## config.mk

```make
export PLATFORM = sky130hd
export DESIGN_NAME = load_store_unit
export DESIGN_NICKNAME = d
export VERILOG_FILES = /design/src/rtl/load_store_unit.sv
export SDC_FILE = /design/constraint.sdc
export NUM_CORES = 1
export LEC_CHECK = 0
export BUFFER_PORTS_ARGS = -buffer_cell sky130_fd_sc_hd__buf_2
export CORE_MARGIN = 5
export CORE_UTILIZATION = 30
export DETAILED_ROUTE_END_ITERATION = 6
export GPL_TIMING_DRIVEN = 0
export PLACE_DENSITY = 0.62
export SKIP_LAST_GASP = 1
export SLEW_MARGIN = 0
export SYNTH_ARGS = -nofsm -noshare
export SYNTH_HDL_FRONTEND = slang
export SYNTH_SLANG_ARGS = --single-unit
```

## constraint.sdc

```tcl
create_clock -name i_clk -period 3.8 [get_ports i_clk]
set_input_delay 0.38 -clock i_clk [delete_from_list [all_inputs] [get_ports i_clk]]
set_output_delay 0.38 -clock i_clk [all_outputs]
set_load 0.01 [all_outputs]
```

## src/rtl/load_store_unit.sv

```systemverilog
// load_store_unit: RV32I load/store sequencer between the execute stage and a
// word-wide memory port. It checks width and alignment and builds the byte
// enables and lane-replicated store data. It issues one request and holds it
// until acknowledged, then sign- or zero-extends load data.
//
// Ports:
//   i_clk, i_rst         clock, synchronous active-high reset
//   i_start, i_is_store  access request (sampled in IDLE only), store/load select
//   i_funct3             RV32I width code (B/H/W/BU/HU)
//   i_addr, i_wdata      effective byte address, store data
//   o_busy, o_done       FSM not idle, one-cycle completion pulse
//   o_fault, o_rdata     fault flag (valid with done), extended load result
//   o_mem_*              memory request/write/address/byte-enable/write-data
//   i_mem_ack            memory accept; load data valid in the same cycle
//   i_mem_rdata          read word
module load_store_unit #(
   parameter int unsigned LEN = 32
) (
   input  logic           i_clk,
   input  logic           i_rst,
   input  logic           i_start,
   input  logic           i_is_store,
   input  logic [2:0]     i_funct3,
   input  logic [LEN-1:0] i_addr,
   input  logic [LEN-1:0] i_wdata,
   output logic           o_busy,
   output logic           o_done,
   output logic           o_fault,
   output logic [LEN-1:0] o_rdata,
   output logic           o_mem_req,
   output logic           o_mem_we,
   output logic [LEN-1:0] o_mem_addr,
   output logic [3:0]     o_mem_be,
   output logic [LEN-1:0] o_mem_wdata,
   input  logic           i_mem_ack,
   input  logic [LEN-1:0] i_mem_rdata
);

   typedef enum logic [1:0] {StIdle, StReq, StResp, StErr} state_e;

   state_e         r_state;
   logic           r_busy, r_done, r_fault, r_mem_req, r_mem_we;
   logic           r_is_store;
   logic [2:0]     r_funct3;
   logic [1:0]     r_off;
   logic [LEN-1:0] r_rdata, r_mem_addr, r_mem_wdata;
   logic [3:0]     r_mem_be;

   logic           w_legal, w_misalign;
   logic [3:0]     w_be;
   logic [LEN-1:0] w_wdata, w_ext;
   logic [7:0]     w_byte;
   logic [15:0]    w_half;

   // Request decode on the raw execute-stage inputs.
   always_comb begin
      w_legal    = 1'b0;
      w_misalign = 1'b0;
      w_be       = 4'b0000;
      w_wdata    = i_wdata;
      unique case (i_funct3)
         3'b000, 3'b100: begin
            w_legal = (i_funct3 == 3'b000) || !i_is_store;
            w_be    = 4'b0001 << i_addr[1:0];
            w_wdata = {4{i_wdata[7:0]}};
         end
         3'b001, 3'b101: begin
            w_legal    = (i_funct3 == 3'b001) || !i_is_store;
            w_misalign = i_addr[0];
            w_be       = 4'b0011 << i_addr[1:0];
            w_wdata    = {2{i_wdata[15:0]}};
         end
         3'b010: begin
            w_legal    = 1'b1;
            w_misalign = (i_addr[1:0] != 2'b00);
            w_be       = 4'b1111;
         end
         default: w_legal = 1'b0;
      endcase
   end

   // Load extraction uses the offset and width latched at start.
   always_comb begin
      w_byte = i_mem_rdata[8*r_off +: 8];
      w_half = r_off[1] ? i_mem_rdata[31:16] : i_mem_rdata[15:0];
      unique case (r_funct3)
         3'b000:  w_ext = {{24{w_byte[7]}}, w_byte};
         3'b100:  w_ext = {24'h0, w_byte};
         3'b001:  w_ext = {{16{w_half[15]}}, w_half};
         3'b101:  w_ext = {16'h0, w_half};
         default: w_ext = i_mem_rdata;
      endcase
   end

   always_ff @(posedge i_clk) begin
      if (i_rst) begin
         r_state     <= StIdle;
         r_busy      <= 1'b0;
         r_done      <= 1'b0;
         r_fault     <= 1'b0;
         r_mem_req   <= 1'b0;
         r_mem_we    <= 1'b0;
         r_is_store  <= 1'b0;
         r_funct3    <= 3'b000;
         r_off       <= 2'b00;
         r_rdata     <= '0;
         r_mem_addr  <= '0;
         r_mem_be    <= 4'b0000;
         r_mem_wdata <= '0;
      end else begin
         r_done  <= 1'b0;
         r_fault <= 1'b0;
         unique case (r_state)
            StIdle: begin
               if (i_start) begin
                  r_busy <= 1'b1;
                  if (w_legal && !w_misalign) begin
                     r_state     <= StReq;
                     r_is_store  <= i_is_store;
                     r_funct3    <= i_funct3;
                     r_off       <= i_addr[1:0];
                     r_mem_addr  <= {i_addr[LEN-1:2], 2'b00};
                     r_mem_be    <= w_be;
                     r_mem_wdata <= w_wdata;
                     r_mem_req   <= 1'b1;
                     r_mem_we    <= i_is_store;
                  end else begin
                     // Faulting access completes without touching memory.
                     r_state <= StErr;
                     r_done  <= 1'b1;
                     r_fault <= 1'b1;
                  end
               end
            end
            StReq: begin
               if (i_mem_ack) begin
                  r_state   <= StResp;
                  r_mem_req <= 1'b0;
                  r_mem_we  <= 1'b0;
                  r_done    <= 1'b1;
                  if (!r_is_store) r_rdata <= w_ext;
               end
            end
            StResp, StErr: begin
               r_state <= StIdle;
               r_busy  <= 1'b0;
            end
            default: r_state <= StIdle;
         endcase
      end
   end

   assign o_busy      = r_busy;
   assign o_done      = r_done;
   assign o_fault     = r_fault;
   assign o_rdata     = r_rdata;
   assign o_mem_req   = r_mem_req;
   assign o_mem_we    = r_mem_we;
   assign o_mem_addr  = r_mem_addr;
   assign o_mem_be    = r_mem_be;
   assign o_mem_wdata = r_mem_wdata;

endmodule
```

==> flow_summary.ini <==
[synthesis]
ys.flop_type = dfxtp_1
yosysWarnings = 0
syn_inst = 591
synth_area_leader_cell = dfxtp_1
ys_seq_elements = 111
synth.top_cell.area_share_pct = 46.8
synth_enable_flop_cells = 0
synth_common_cells = nand2_1, dfxtp_1, a21oi_1, o21ai_0
synthDistinctLibCells = 39
synth.yosys.seq_area_share_pct = 46.8
syn_avg_cell_area_sq_um = 8.03
synth_most_common_cell = nand2_1
syn-cell-area_sq_mm = 0.00474
synthTopCellsByArea = dfxtp_1, nand2_1, a21oi_1
async_flop_share_pct = 0

[placement]
dp_slack_ns = 1.76
dp_cells = 1013
routabilityCongestion = 0.860
hpwlAfterDp_microns = 12700
place.port_buffers = 205

[drt]
drtAntennaViolNets = 0
firstDrtPassIters = 5
wl_microns = 16600
drc = 0
drt_iter0_markers = 215
vias = 4912
detail_route.wl_per_cell_microns = 16.1
vias_per_cell = 4.77

[power]
p_clk_share_pct = 36.1
p_sw_share_pct = 29.2
vdd_drop_max_mv = 0.193
power_frac_comb_pct = 15.9
p_sw_mw = 0.766
power.internal_mw = 1.85
powerDensity_mw_per_mm2 = 414
pwr-share-seq_pct = 48.0
leakage_nw = 2.77

[layout]
nFillCells = 1686
multi_input_area_sq_mm = 0.00225
area_delta_synth_final_pct = 33.4
finalNetCount = 912
drive_above_1_share_pct = 32.5
regArea_sq_mm = 0.00222
num_antenna_cells = 0
fin_cells = 1029

[sta]
worst_slew_pin_slew_ns = 0.644
hold_violations = 0
max_freq_ghz = 0.527
finalSetupViolCount = 0
fin_setup_tns_ns = 0
fin_crit_sh_pct = 49.9
rsz0062_at_grt = no
report.final.slew_viol_count = 0
fin_crit_ns = 1.90
slew_headroom_pct = 57.1
layout_setup_ws_ns = 1.90
finClkSkew_ns = 0.0106

[floorplanning]
core-area_sq_mm = 0.0157
start_util_pct = 30.2
ios = 209
dieArea_sq_mm = 0.0184
die_h_microns = 136
die_w_microns = 136
fp-row-count = 46

[setup_path]
endpoint_kind = flop
cp-start-kind = flop
crit_top_cell = buf_2
path_cells = buf_2, mux2i_1, o22ai_1, a21oi_4, buf_2, a21oi_1
slowest_stage = mux2i_1
crit_required_ns = 4.04
max_stage_delay_ns = 0.35
arrival_ns = 2.13
reg2reg_slack_ns = 1.90
critPathTopFamily = compound AO/OA/AOI/OAI gates
crit_fanout = 10
worst-path-buf-inv = 2
setup.worst_path.class = flop to flop

[cts]
clockBufferDepth = 2
tritoncts = built
cts_resized = 0
cts_buffers = 9
cts_sinks = 111
hold_buffers = 0
htreeDepth = 3
clk_pin_slew_ns = 0.08
postCtsSetupBuffers = 0
cts_root_buf = clkbuf_16
clk_latency_ns = 0.36

[grt]
grt_pass1_vias = 4751
overflow = 0
grt_max_degree = 21
antenna_found_initial = 0
track_usage_pct = 17.6
grt_pass1_wl_microns = 25400

[flow_run]
drv_cap = 0

[status]
status = completed

[worst_hold_path]
hp-class = input port to flop
layout by cell type, fill, tap and decap left out, drive strengths merged:
cell	synthesis	routed
buf	26	231
nand2	162	162
dfxtp	111	111
a21oi	84	84
o21ai	47	47
clkbuf	26	35
nor2	26	26
mux2i	19	19
a211oi	11	11
nor3	10	10
a221oi	9	9
inv	4	9
a311oi	8	8
mux2	7	7
nand3	6	6
a21o	6	6
o221a	6	6
nor2b	4	4
nor3b	2	2
nand3b	2	2
nand2b	2	2
or3	2	2
o21bai	2	2
conb	1	2
nor4	1	1
o21a	1	1
o211ai	1	1
o22ai	1	1
and4bb	1	1
o221ai	1	1
o211a	1	1
a32o	1	1
clkinv	0	1
clkinvlp	0	1
worst paths after layout:
check	from	to	depth (start not counted)
min reg2reg	o_rdata[7]$_SDFFE_PP0P_	o_rdata[7]$_SDFFE_PP0P_	2
min	i_addr[22]	o_mem_addr[22]$_SDFFE_PP0P_	3
max	r_off[1]$_SDFFE_PP0P_	o_rdata[29]$_SDFFE_PP0P_	6
max reg2reg	r_off[1]$_SDFFE_PP0P_	o_rdata[29]$_SDFFE_PP0P_	6
registers in the layout, summed over array words and instances (netlist names):
register,flops
r_funct3,3
r_is_store,1
r_off,2
o_mem_wdata,32
o_fault,1
o_done,1
o_rdata,32
o_mem_we,1
o_mem_be,4
o_busy,1
o_mem_addr,30
o_mem_req,1
r_state,2
routing by layer:
metal	vias up	wire length, microns	track usage [%]
li1	2473	-	-
met1	2241	7210	22.4
met2	181	7550	28.3
met3	17	1600	5.87
met4	0	240	5.77
met5	-	0	0
worst min-delay path, delay by kind of cell:
kind | cells | cell delay (ns)
buf+inv | 1 | 0.09
compound gates | 1 | 0.05
simple gates | 1 | 0.04
area by class of cell:
class / instances / area share (%)
multi-input combinational: 425 / 35.6
sequential: 111 / 35.1
timing repair buffer: 205 / 16.2
tap: 216 / 4.27
buffer: 52 / 4.03
clock buffer: 9 / 3.56
clock inverter: 7 / 0.949
inverter: 4 / 0.237
per-stage QoR:
step / power (mW) / util [%] / hold WS [ns] / instance area [sq um]
6_report: 2.62 / 40.3 / 0.256 / 6330
5_1_grt: 2.75 / 40.3 / 0.245 / 6330
4_1_cts: 2.65 / 40.3 / 0.238 / 6330
3_5_place_dp: 1.70 / 38.5 / 0.441 / 6040
3_3_place_gp: 1.70 / 38.5 / 0.438 / 6040
2_1_floorplan: 1.51 / - / 0.440 / 4750
power by group through the flow:
stage / clock [mW] / sequential [mW] / combinational, mW
after floorplan: 0 / 1.31 / 0.196
after global placement: 0 / 1.28 / 0.418
after detailed placement: 0 / 1.28 / 0.419
after CTS: 0.970 / 1.26 / 0.420
after global routing: 1.02 / 1.26 / 0.461
final: 0.947 / 1.26 / 0.416
cells by family (layout without fill, tap and decap cells):
family                 Yosys count  count (layout)  synth area share [%]
AOI/OAI and AO/OA              179             179                  22.8
muxes                           26              26                  5.67
DFF                            111             111                  46.8
buffers and inverters           56             277                  5.70
other                            1               2                0.0791
and+or+nand+nor                218             218                  18.9
Power figures use the tool's default switching activity.
